<file path="src/rtl/pairing_result_serializer_if.sv">
// Word-stream interface between pairing_result_serializer (master) and a narrow host/bus sink (slave).
// word_sel widens beyond 3 bits only when an element needs more than 8 words (WORD_W = 8 or 16).
interface pairing_result_serializer_if #(
    parameter int WORD_W = 32
);
    localparam int WPE   = (194 + WORD_W - 1) / WORD_W;
    localparam int SEL_W = (WPE > 8) ? $clog2(WPE) : 3;

    logic [WORD_W-1:0] word;
    logic              word_valid;
    logic              word_ready;
    logic              word_last;
    logic [2:0]        word_elem;
    logic [SEL_W-1:0]  word_sel;

    modport master (
        output word,
        output word_valid,
        output word_last,
        output word_elem,
        output word_sel,
        input  word_ready
    );

    modport slave (
        input  word,
        input  word_valid,
        input  word_last,
        input  word_elem,
        input  word_sel,
        output word_ready
    );
endinterface

</file>
<file path="src/rtl/pairing_result_serializer.sv">
// Captures the 1164-bit GF(3^97) pairing result on a rising done edge and streams it as WORD_W words.
// Optional macro PAIRING_TRIT_CHECK_EN adds a bad_trit flag for illegal 2'b11 trit encodings.
module pairing_result_serializer #(
    parameter int WORD_W = 32
) (
    input  logic                           clk,
    input  logic                           reset,
    input  logic                           done,
    input  logic [1163:0]                  result,
    pairing_result_serializer_if.master    bus,
    output logic                           busy,
    output logic                           overrun
`ifdef PAIRING_TRIT_CHECK_EN
    ,
    output logic                           bad_trit
`endif
);
    localparam int ELEM_W = 194;
    localparam int RES_W  = 6 * ELEM_W;
    localparam int WPE    = (ELEM_W + WORD_W - 1) / WORD_W;
    localparam int NWORDS = 6 * WPE;
    localparam int SEL_W  = (WPE > 8) ? $clog2(WPE) : 3;
    localparam int PAD_W  = WPE * WORD_W;

    localparam logic [SEL_W-1:0] LAST_SEL  = SEL_W'(WPE - 1);
    localparam logic [2:0]       LAST_ELEM = 3'd5;

    typedef enum logic {
        IDLE,
        SEND
    } state_t;

    state_t             state_q, state_d;
    logic               done_q, done_d;
    logic [RES_W-1:0]   buf_q, buf_d;
    logic [WORD_W-1:0]  word_q, word_d;
    logic               valid_q, valid_d;
    logic               last_q, last_d;
    logic [2:0]         elem_q, elem_d;
    logic [SEL_W-1:0]   sel_q, sel_d;
    logic               overrun_q, overrun_d;

    logic               rise;
    logic               handshake;
    logic               final_hs;
    logic               capture;
    logic [2:0]         nxt_elem;
    logic [SEL_W-1:0]   nxt_sel;
    logic               nxt_last;

`ifdef PAIRING_TRIT_CHECK_EN
    logic               bad_trit_q, bad_trit_d;
    logic               trit_bad;
`endif

    // Bits of an element above 193 are zero-padded so the top word of each element is partial.
    function automatic logic [WORD_W-1:0] pick_word(
        input logic [RES_W-1:0] src,
        input logic [2:0]       e,
        input logic [SEL_W-1:0] s
    );
        logic [PAD_W-1:0] padded;
        padded = '0;
        padded[ELEM_W-1:0] = src[int'(e) * ELEM_W +: ELEM_W];
        return padded[int'(s) * WORD_W +: WORD_W];
    endfunction

`ifdef PAIRING_TRIT_CHECK_EN
    always_comb begin
        trit_bad = 1'b0;
        for (int i = 0; i < RES_W / 2; i++) begin
            trit_bad = trit_bad | (result[2*i] & result[2*i+1]);
        end
    end
`endif

    always_comb begin
        state_d   = state_q;
        done_d    = done;
        buf_d     = buf_q;
        word_d    = word_q;
        valid_d   = valid_q;
        last_d    = last_q;
        elem_d    = elem_q;
        sel_d     = sel_q;
        overrun_d = overrun_q;
`ifdef PAIRING_TRIT_CHECK_EN
        bad_trit_d = bad_trit_q;
`endif

        rise      = done & ~done_q;
        handshake = valid_q & bus.word_ready;
        final_hs  = handshake & last_q;
        capture   = rise & ((state_q == IDLE) | final_hs);

        if (sel_q == LAST_SEL) begin
            nxt_sel  = '0;
            nxt_elem = elem_q + 3'd1;
        end else begin
            nxt_sel  = sel_q + SEL_W'(1);
            nxt_elem = elem_q;
        end
        nxt_last = (nxt_elem == LAST_ELEM) && (nxt_sel == LAST_SEL);

        // A result landing mid-stream is dropped; only the final-handshake cycle can chain it.
        if (rise && (state_q == SEND) && !final_hs) begin
            overrun_d = 1'b1;
        end

        if (capture) begin
            buf_d   = result;
            state_d = SEND;
            valid_d = 1'b1;
            word_d  = result[WORD_W-1:0];
            elem_d  = '0;
            sel_d   = '0;
            last_d  = 1'b0;
`ifdef PAIRING_TRIT_CHECK_EN
            bad_trit_d = trit_bad;
`endif
        end else if (final_hs) begin
            state_d = IDLE;
            valid_d = 1'b0;
            last_d  = 1'b0;
            elem_d  = '0;
            sel_d   = '0;
        end else if (handshake) begin
            elem_d = nxt_elem;
            sel_d  = nxt_sel;
            last_d = nxt_last;
            word_d = pick_word(buf_q, nxt_elem, nxt_sel);
        end
    end

    // done_q tracks done even in reset so a level held across reset release is not seen as an edge.
    always_ff @(posedge clk) begin
        buf_q <= buf_d;
        if (!reset) begin
            state_q   <= IDLE;
            done_q    <= done_d;
            word_q    <= '0;
            valid_q   <= 1'b0;
            last_q    <= 1'b0;
            elem_q    <= '0;
            sel_q     <= '0;
            overrun_q <= 1'b0;
`ifdef PAIRING_TRIT_CHECK_EN
            bad_trit_q <= 1'b0;
`endif
        end else begin
            state_q   <= state_d;
            done_q    <= done_d;
            word_q    <= word_d;
            valid_q   <= valid_d;
            last_q    <= last_d;
            elem_q    <= elem_d;
            sel_q     <= sel_d;
            overrun_q <= overrun_d;
`ifdef PAIRING_TRIT_CHECK_EN
            bad_trit_q <= bad_trit_d;
`endif
        end
    end

    assign bus.word       = word_q;
    assign bus.word_valid = valid_q;
    assign bus.word_last  = last_q;
    assign bus.word_elem  = elem_q;
    assign bus.word_sel   = sel_q;
    assign busy           = (state_q == SEND);
    assign overrun        = overrun_q;
`ifdef PAIRING_TRIT_CHECK_EN
    assign bad_trit       = bad_trit_q;
`endif

endmodule

</file>
<file path="src/flat_wrapper.sv">
// flat-port wrapper written by rule: the top's interface ports become plain ports
module pairing_result_serializer_flat 
#(
    parameter int WORD_W = 32
)
  (clk, reset, done, result, busy, overrun, bus_word, bus_word_valid, bus_word_last, bus_word_elem, bus_word_sel, bus_word_ready);
  pairing_result_serializer_if #(.WORD_W(WORD_W)) bus_i ();
  input  logic clk;
  input  logic reset;
  input  logic done;
  input  logic [1163:0] result;
  output logic busy;
  output logic overrun;
  output wire logic [$bits(bus_i.word)-1:0] bus_word;
  output wire logic [$bits(bus_i.word_valid)-1:0] bus_word_valid;
  output wire logic [$bits(bus_i.word_last)-1:0] bus_word_last;
  output wire logic [$bits(bus_i.word_elem)-1:0] bus_word_elem;
  output wire logic [$bits(bus_i.word_sel)-1:0] bus_word_sel;
  input wire logic [$bits(bus_i.word_ready)-1:0] bus_word_ready;
  assign bus_word = bus_i.word;
  assign bus_word_valid = bus_i.word_valid;
  assign bus_word_last = bus_i.word_last;
  assign bus_word_elem = bus_i.word_elem;
  assign bus_word_sel = bus_i.word_sel;
  assign bus_i.word_ready = bus_word_ready;
  pairing_result_serializer #(.WORD_W(WORD_W)) u_core (.clk(clk), .reset(reset), .done(done), .result(result), .bus(bus_i), .busy(busy), .overrun(overrun));
endmodule
</file>
<file path="config.mk">
export PLATFORM = sky130hd
export DESIGN_NAME = pairing_result_serializer_flat
export DESIGN_NICKNAME = d
export VERILOG_FILES = /design/src/rtl/pairing_result_serializer_if.sv /design/src/rtl/pairing_result_serializer.sv /design/src/flat_wrapper.sv
export SDC_FILE = /design/constraint.sdc
export NUM_CORES = 1
export LEC_CHECK = 0
export BUFFER_PORTS_ARGS = -buffer_cell sky130_fd_sc_hd__buf_2
export CAP_MARGIN = 30
export CORE_AREA = 2 2 473 475
export CTS_CLUSTER_DIAMETER = 30
export CTS_CLUSTER_SIZE = 28
export DETAILED_ROUTE_END_ITERATION = 8
export DIE_AREA = 0 0 475 477
export HOLD_SLACK_MARGIN = 0.06
export PLACE_DENSITY_LB_ADDON = 0.1
export REMOVE_ABC_BUFFERS = 1
export SLEW_MARGIN = 20
export SYNTH_ARGS = -nofsm -noshare
export SYNTH_HDL_FRONTEND = slang
export SYNTH_SLANG_ARGS = --single-unit
</file>
<file path="constraint.sdc">
create_clock -name clk -period 119.7 [get_ports clk]
set_input_delay 17.955 -clock clk [delete_from_list [all_inputs] [get_ports clk]]
set_output_delay 17.955 -clock clk [all_outputs]
set_load 0.05 [all_outputs]
</file>
==> results of run 1 <==
[stage by stage]
| stage | cells | total power (uW) | hold WS [ps] |
|---|---|---|---|
| final | 8005 | 1530 | 494 |
| after global routing | 7942 | 1580 | 537 |
| after CTS | 7901 | 1550 | 498 |
| after detailed placement | 7216 | 573 | 487 |
| after global placement | 7211 | 573 | 486 |
| after floorplan | 2929 | 547 | 559 |
[worst max path at each step]
stage | endpoint | slack, ps | depth (start not counted)
after global routing | u_core.bus.word[9] | 97410 | 11
after detailed placement | u_core.buf_q[1065] | 96490 | 7
after global placement | u_core.bus.word[31] | 96510 | 10
final | u_core.bus.word[9] | 97710 | 11
after floorplan | u_core.bus.word[27] | 76790 | 7
after CTS | u_core.buf_q[1122] | 97470 | 7
[report_power, final]
part	total [uW]	leakage (uW)	switching [uW]	internal [uW]
clock network	966	0.00608	282	684
registers	494	0.0112	7.02	487
logic	71.2	0.00969	44.5	26.6
[synthesized netlist by cell type, types with 4 or more instances]
cell type | number | share of area [%]
a2111oi_0 | 21 | 0.37
nand2b_1 | 5 | 0.063
mux4_2 | 72 | 3.3
nand4_1 | 6 | 0.076
a221oi_1 | 39 | 0.69
dfxtp_1 | 42 | 1.7
a211oi_1 | 47 | 0.71
or3_1 | 32 | 0.40
a31oi_1 | 63 | 0.79
buf_6 | 8 | 0.18
inv_1 | 11 | 0.083
buf_2 | 53 | 0.53
a211oi_2 | 16 | 0.40
a22oi_1 | 89 | 1.3
o311ai_1 | 19 | 0.34
o211ai_1 | 66 | 1.0
buf_1 | 22 | 0.17
o21a_1 | 20 | 0.30
mux2i_1 | 228 | 4.6
edfxtp_1 | 1164 | 70
clkbuf_1 | 133 | 1.0
mux2_2 | 70 | 1.6
and3_1 | 21 | 0.26
a31o_2 | 7 | 0.12
nand3_1 | 22 | 0.22
a221o_1 | 5 | 0.10
nor3_1 | 48 | 0.48
buf_4 | 6 | 0.091
o22ai_1 | 95 | 1.2
nor2b_1 | 5 | 0.063
a21oi_1 | 124 | 1.3
nor2_1 | 134 | 1.0
a22o_1 | 21 | 0.37
and3b_1 | 22 | 0.39
and2_1 | 10 | 0.13
o21ai_0 | 84 | 0.85
o311ai_0 | 8 | 0.14
xnor2_1 | 4 | 0.071
nand2_1 | 265 | 2.0
a21o_1 | 4 | 0.061
[cells by family (layout without fill, tap and decap cells)]
group,after synthesis,after routing
AO/OA/AOI/OAI,749,749
XOR/XNOR,6,6
adder cells (fa/ha/maj),1,1
buffers and inverters,239,2014
flip-flops,1206,1206
multiplexers,375,375
other,0,100
AND/OR/NAND/NOR,579,579
[area by class of cell]
cell class / instances / area (um2) / share of cell area (%)
sequential: 1206 / 35800 / 49.6
tap: 2975 / 3720 / 5.15
timing repair buffer: 1316 / 7050 / 9.75
clock inverter: 228 / 2290 / 3.17
multi-input combinational: 1710 / 13000 / 18.0
clock buffer: 457 / 10100 / 14.0
antenna: 100 / 250 / 0.346
inverter: 13 / 60.1 / 0.0831
[per-layer routing]
layer / global-route usage (%) / wire length (um) / vias up / part of all wire (%)
li1: - / - / 16000 / -
met1: 24.5 / 96200 / 18300 / 39
met2: 36.0 / 122000 / 1781 / 49
met3: 7.34 / 21100 / 736 / 8.5
met4: 7.57 / 8450 / 152 / 3.4
met5: 0 / 933 / - / 0.37
[sequential cells by signal (all words and copies together), names as in the netlist]
signal,count
u_core.done_q,1
u_core.bus.word_sel,3
u_core.bus.word,32
u_core.bus.word_last,1
u_core.buf_q,1164
u_core.busy,1
u_core.bus.word_elem,3
u_core.overrun,1
[tightest hold or removal path, stage by stage (launching register included)]
cell	delay, ps
dfxtp_1	320
a21oi_1	50
nor2b_1	90
==> results.toml, run 1 <==
[cts]
cts.repair.resized = 0
cts_tree = "built"
clockRootBuffer = "clkbuf_16"
holdBufCountCts = 0
numCtsBuffers = 384
clock_sinks = 1206
clockBufferDepth = 4
path_clk_slew_ps = 40
insertion_delay_ps = 920
h-tree-depth = 5
post_cts_buffers = 0

[hold_path]
min_from = "u_core.overrun"
min_to = "u_core.overrun"
hold_path_class = "flip-flop to flip-flop"
hold_depth = 2

[setup_path]
setup.worst_path.class = "input pin to flip-flop"
required_ps = 120520
path_cells = "buf_2 > nor2b_1 > nand2b_4 > inv_8 > buf_4 > buf_4 > buf_4 > buf_16 > or3_1 > o211ai_1 > a31oi_1"
startpoint = "done"
cp_slowest_cell = "inv_8"
worstPathArrival_ps = 22800
slowest_delay_ps = 810
crit_path_max_fanout = 119
crit_path_start_kind = "input pin"
r2r_end = "u_core.bus.word[9]"
crit-reg2reg-launch = "u_core.bus.word_last"
crit_family = "buffers and inverters"
ff2ff_path_depth = 10
r2r_slack_ps = 114400
path_buf_inv = 6
path_common_cell = "buf_4"
cp-end-kind = "flip-flop"

[final_layout]
syn_to_final_growth_pct = 45.7
n_fill_cell = 22200
fin_area_um2 = 72200
drive_above_1_share_pct = 42.4
final_cell_mix = "buf_2 (1209), edfxtp_1 (1164), clkbuf_16 (388)"
final_common_cell = "buf_2"
final_util_pct = 32.6
finalNetCount = 5800

[placed_design]
pre_cts_ws_ps = 96490
place_congestion = 0.800
numPortBuffers = 1209
hpwl_um = 180000
placed_cell_area_um2 = 59500

[floorplanning]
coreArea_um2 = 221000
pin_count = 1210
fp.dieH_um = 477
rows = 173
start_util_pct = 22.4
die_x_um = 475
dieArea_um2 = 227000

[sta]
final.period_utilization_pct = 18.4
hold_viol = 0
worst_slew_pin_slew_ps = 1090
rsz0062_at_grt = "no"
fmaxAchievable_mhz = 45.5
worst_clock_skew_ps = 74.0
finalSetupViolCount = 0
fin_crit_ps = 21990
setup_slack_ps = 97710
tns_ps = 0
maxSlewViolCount = 0
slew-limit-headroom_pct = 27.5

[logic_synthesis]
async_reset_ff_share_pct = 0
synth_ff_type = "edfxtp_1"
synth_top_family_by_area = "compound AO/OA/AOI/OAI gates"
synthMuxAreaShare_pct = 9.68
synthAdderAreaFrac_pct = 0.0252
synth_compound_area_share_pct = 10.4
synth-edff-count = 1164
avgSynthCellArea_um2 = 15.7
netlist_instances = 3155
yosys_register_bits = 1206
yosys.area_share.simple_pct = 5.27
synth_xor_area_share_pct = 0.182
synth_cell_type_count = 68
synth_area_um2 = 49600
yosysWarnings = 0
yosysSeqAreaShare_pct = 72.2

[routing]
wl_um = 249000
first_pass_iters = 7
drtAntennaViolNets = 0
vias = 37000
drc = 0
wl_per_cell_um = 31.1
viasPerCell = 4.62
drt_iter0_drc = 2699

[global_route]
grt_pass1_wl_um = 326000
grt_max_degree = 175
grt_use_total_pct = 21.2
antenna_found_initial = 300
grt_pass1_vias = 37800
grt.overflow.total = 0

[outcome]
status = "finished clean"

[power]
vdd_drop_max_v = 0.0000103
p_leak_uw = 0.0269
power_density_nw_per_um2 = 21.2

[run]
drv_cap = 0
Power figures use the tool's default switching activity.
==> run 2, diff against run 1 <==
--- a/config.mk
+++ b/config.mk
@@ -5,13 +5,14 @@
 export SDC_FILE = /design/constraint.sdc
 export NUM_CORES = 1
 export LEC_CHECK = 0
+export ABC_AREA = 1
 export BUFFER_PORTS_ARGS = -buffer_cell sky130_fd_sc_hd__buf_2
 export CAP_MARGIN = 30
-export CORE_AREA = 2 2 473 475
+export CORE_AREA = 2 2 474 476
 export CTS_CLUSTER_DIAMETER = 30
 export CTS_CLUSTER_SIZE = 28
 export DETAILED_ROUTE_END_ITERATION = 8
-export DIE_AREA = 0 0 475 477
+export DIE_AREA = 0 0 476 478
 export HOLD_SLACK_MARGIN = 0.06
 export PLACE_DENSITY_LB_ADDON = 0.1
 export REMOVE_ABC_BUFFERS = 1
==> constraint.sdc (replaced) <==
create_clock -name clk -period 20.2 [get_ports clk]
set_input_delay 3.03 -clock clk [delete_from_list [all_inputs] [get_ports clk]]
set_output_delay 3.03 -clock clk [all_outputs]
set_load 0.05 [all_outputs]
==> run 2 against run 1 <==
Hold slack got worse by 27 ps. Total power rose to 6.0 times the previous value. Clock-buffer cell count shrank 10. Largest power group unchanged.
==> results.toml, run 2 <==
[routing]
wl_um = 240000
drtAntennaViolNets = 0
wl_per_cell_um = 26.8
drc = 0
vias = 39700
drt_iter0_drc = 2570
viasPerCell = 4.42
first_pass_iters = 5

[logic_synthesis]
synthMuxAreaShare_pct = 0
yosysSeqAreaShare_pct = 72.5
avgSynthCellArea_um2 = 11.7
yosys.area_share.simple_pct = 14.7
synth_area_um2 = 49400
synth_cell_type_count = 33
synth_compound_area_share_pct = 7.71
yosysWarnings = 0
yosys.area.top_type = "edfxtp_1"
netlist_instances = 4214
synth_top_area_share_pct = 70.8
synth_top_family_by_area = "simple AND/OR/NAND/NOR gates"
async_reset_ff_share_pct = 0
synthTopCellsByCount = "edfxtp_1 (1164), nand2_1 (654), nand3_1 (510)"
synthAdderAreaFrac_pct = 0.0253
synth_ff_type = "edfxtp_1"
synth-edff-count = 1164
synth_area_leaders = "edfxtp_1 (71%), nand3_1 (5.2%), nand2_1 (5.0%), nor2_1 (3.5%), o21ai_0 (3.4%)"
yosys_register_bits = 1206
synth_xor_area_share_pct = 0.0177
yosysMostFrequentCell = "edfxtp_1"

[hold_path]
hold_path_class = "flip-flop to flip-flop"

[power]
pwr-share-seq_pct = 32.1
p_leak_uw = 0.0289
vdd_drop_max_v = 0.0000710
p_comb_share_pct = 4.8
swShare_pct = 21.8
power_density_nw_per_um2 = 128
switchingPower_uw = 1990
p_int_uw = 7140
p_clk_share_pct = 63.1

[cts]
path_clk_slew_ps = 40
insertion_delay_ps = 960
post_cts_buffers = 0
cts_tree = "built"
h-tree-depth = 5
clock_sinks = 1206
numCtsBuffers = 382
cts.repair.resized = 0
holdBufCountCts = 0
clockBufferDepth = 4
clockRootBuffer = "clkbuf_16"

[placed_design]
dp.cells = 8206
hpwl_um = 165000
numPortBuffers = 1209
place_congestion = 0.822

[final_layout]
final_cell_mix = "buf_2 (1209), edfxtp_1 (1164), nand2_1 (652)"
finalNonFillerCells = 8965
largest_reg_flops = 1164
drive_above_1_share_pct = 31.5
finalNetCount = 6768
syn_to_final_growth_pct = 44.6
regMostFlops = "u_core.buf_q"
final_common_cell = "buf_2"

[sta]
rsz0062_at_grt = "no"
final.period_utilization_pct = 38.7
maxSlewViolCount = 0
worst_clock_skew_ps = 89.1
holdWs_ps = 466
fin_crit_ps = 7810
worst_slew_pin_slew_ps = 1270
slew-limit-headroom_pct = 15.3
hold_viol = 0
finalSetupViolCount = 0
fmaxAchievable_mhz = 128

[setup_path]
crit_path_max_fanout = 83
path_buf_inv = 7
worstPathArrival_ps = 8330
crit_path_start_kind = "input pin"
path_common_cell = "buf_4"
path_cells = "buf_2 > nand2_1 > nor2_1 > inv_1 > nand2_1 > nand2_4 > inv_8 > buf_4 > buf_4 > buf_4 > buf_4"
cp_slowest_cell = "buf_4"
setup.worst_path.class = "input pin to flip-flop"
slowest_delay_ps = 820
crit_family = "buffers and inverters"
required_ps = 20720
cp-end-kind = "flip-flop"

[global_route]
antenna_found_initial = 283
grt_pass1_vias = 39800
grt_use_total_pct = 20.4
grt_pass1_wl_um = 322000
grt_max_degree = 189
grt.overflow.total = 0

[floorplanning]
pin_count = 1210
coreArea_um2 = 223000
rows = 174
fp.dieH_um = 478
dieArea_um2 = 228000
die_x_um = 476
start_util_pct = 22.1

[run]
drv_cap = 0

[outcome]
status = "finished clean"
## run 2: changes by cell type after synthesis, sizes merged, moves of 63 or more
| cell | delta |
|---|---|
| nand3 | +489 |
| nand2 | +393 |
| inv | +337 |
| nor2 | +331 |
| o21ai | +288 |
| mux2i | -230 |
| a22oi | -89 |
| mux4 | -75 |
| o22ai | -75 |
| mux2 | -70 |
| a211oi | -63 |
## run 2: power by group through the flow
stage               clock network, uW  registers, uW  logic, uW
floorplan                           0           3100        176
global placement                    0           2970        450
detailed placement                  0           2970        453
CTS                              5850           2930        455
global route                     5990           2930        488
finish                           5760           2930        442
## run 2: cells by family after synthesis
family,after synthesis
adders and majority gates,1
and+or+nand+nor,1696
AOI/OAI and AO/OA,689
xor gates and xnor gates,1
buffers and inverters,621
DFF,1206
## run 2: worst register-to-register path, cell delays in order, from the launching register on
cell     delay, ps
dfxtp_1        490
nand2_1        250
nor2_1         190
inv_1           80
nand2_1        120
nand2_4        400
inv_8          760
buf_4          750
buf_4          850
buf_4          890
buf_4          870
## run 2: layout make-up
class                   count  area [um2]
diodes                     86         215
clock buffers             447        9860
clock inverters           225        2550
fillers                 23000      152000
inverters                 353        1350
multi-input cells        2387       11200
flip-flops and latches   1206       35800
well taps                2992        3740
repair buffers           1269        6710
## run 2: path summary, 6_finish.rpt
path / from / endpoint / slack (ps) / cells past startpoint
max: bus_word_ready / u_core.buf_q[497] / 12390 / 11
max reg2reg: u_core.busy / u_core.buf_q[497] / 14080 / 10
min: u_core.bus.word[26] / u_core.bus.word[26] / 470 / 2
min reg2reg: u_core.bus.word[26] / u_core.bus.word[26] / 470 / 2
## run 2: stage by stage
stage               instance area (um2)  utilization [%]  total power (uW)  setup slack, ps  TNS [ps]
detailed placement                58800             26.3              3420            11370         0
global placement                  58600             26.3              3410            11400         0
global route                      71200             31.9              9420            12000         0
finish                            71400             32.0              9130            12390         0
floorplan                         48200                -              3280           -14150  -9466650
CTS                               71200             31.9              9240            12340         0
## run 2: layer usage
| layer | part of all wire [%] | routed length, um | GRT usage, % |
|---|---|---|---|
| met5 | 0.38 | 916 | 0 |
| met4 | 3.3 | 7930 | 5.94 |
| met3 | 8.2 | 19700 | 6.65 |
| met2 | 48 | 115000 | 34.4 |
| met1 | 40 | 96400 | 24.6 |
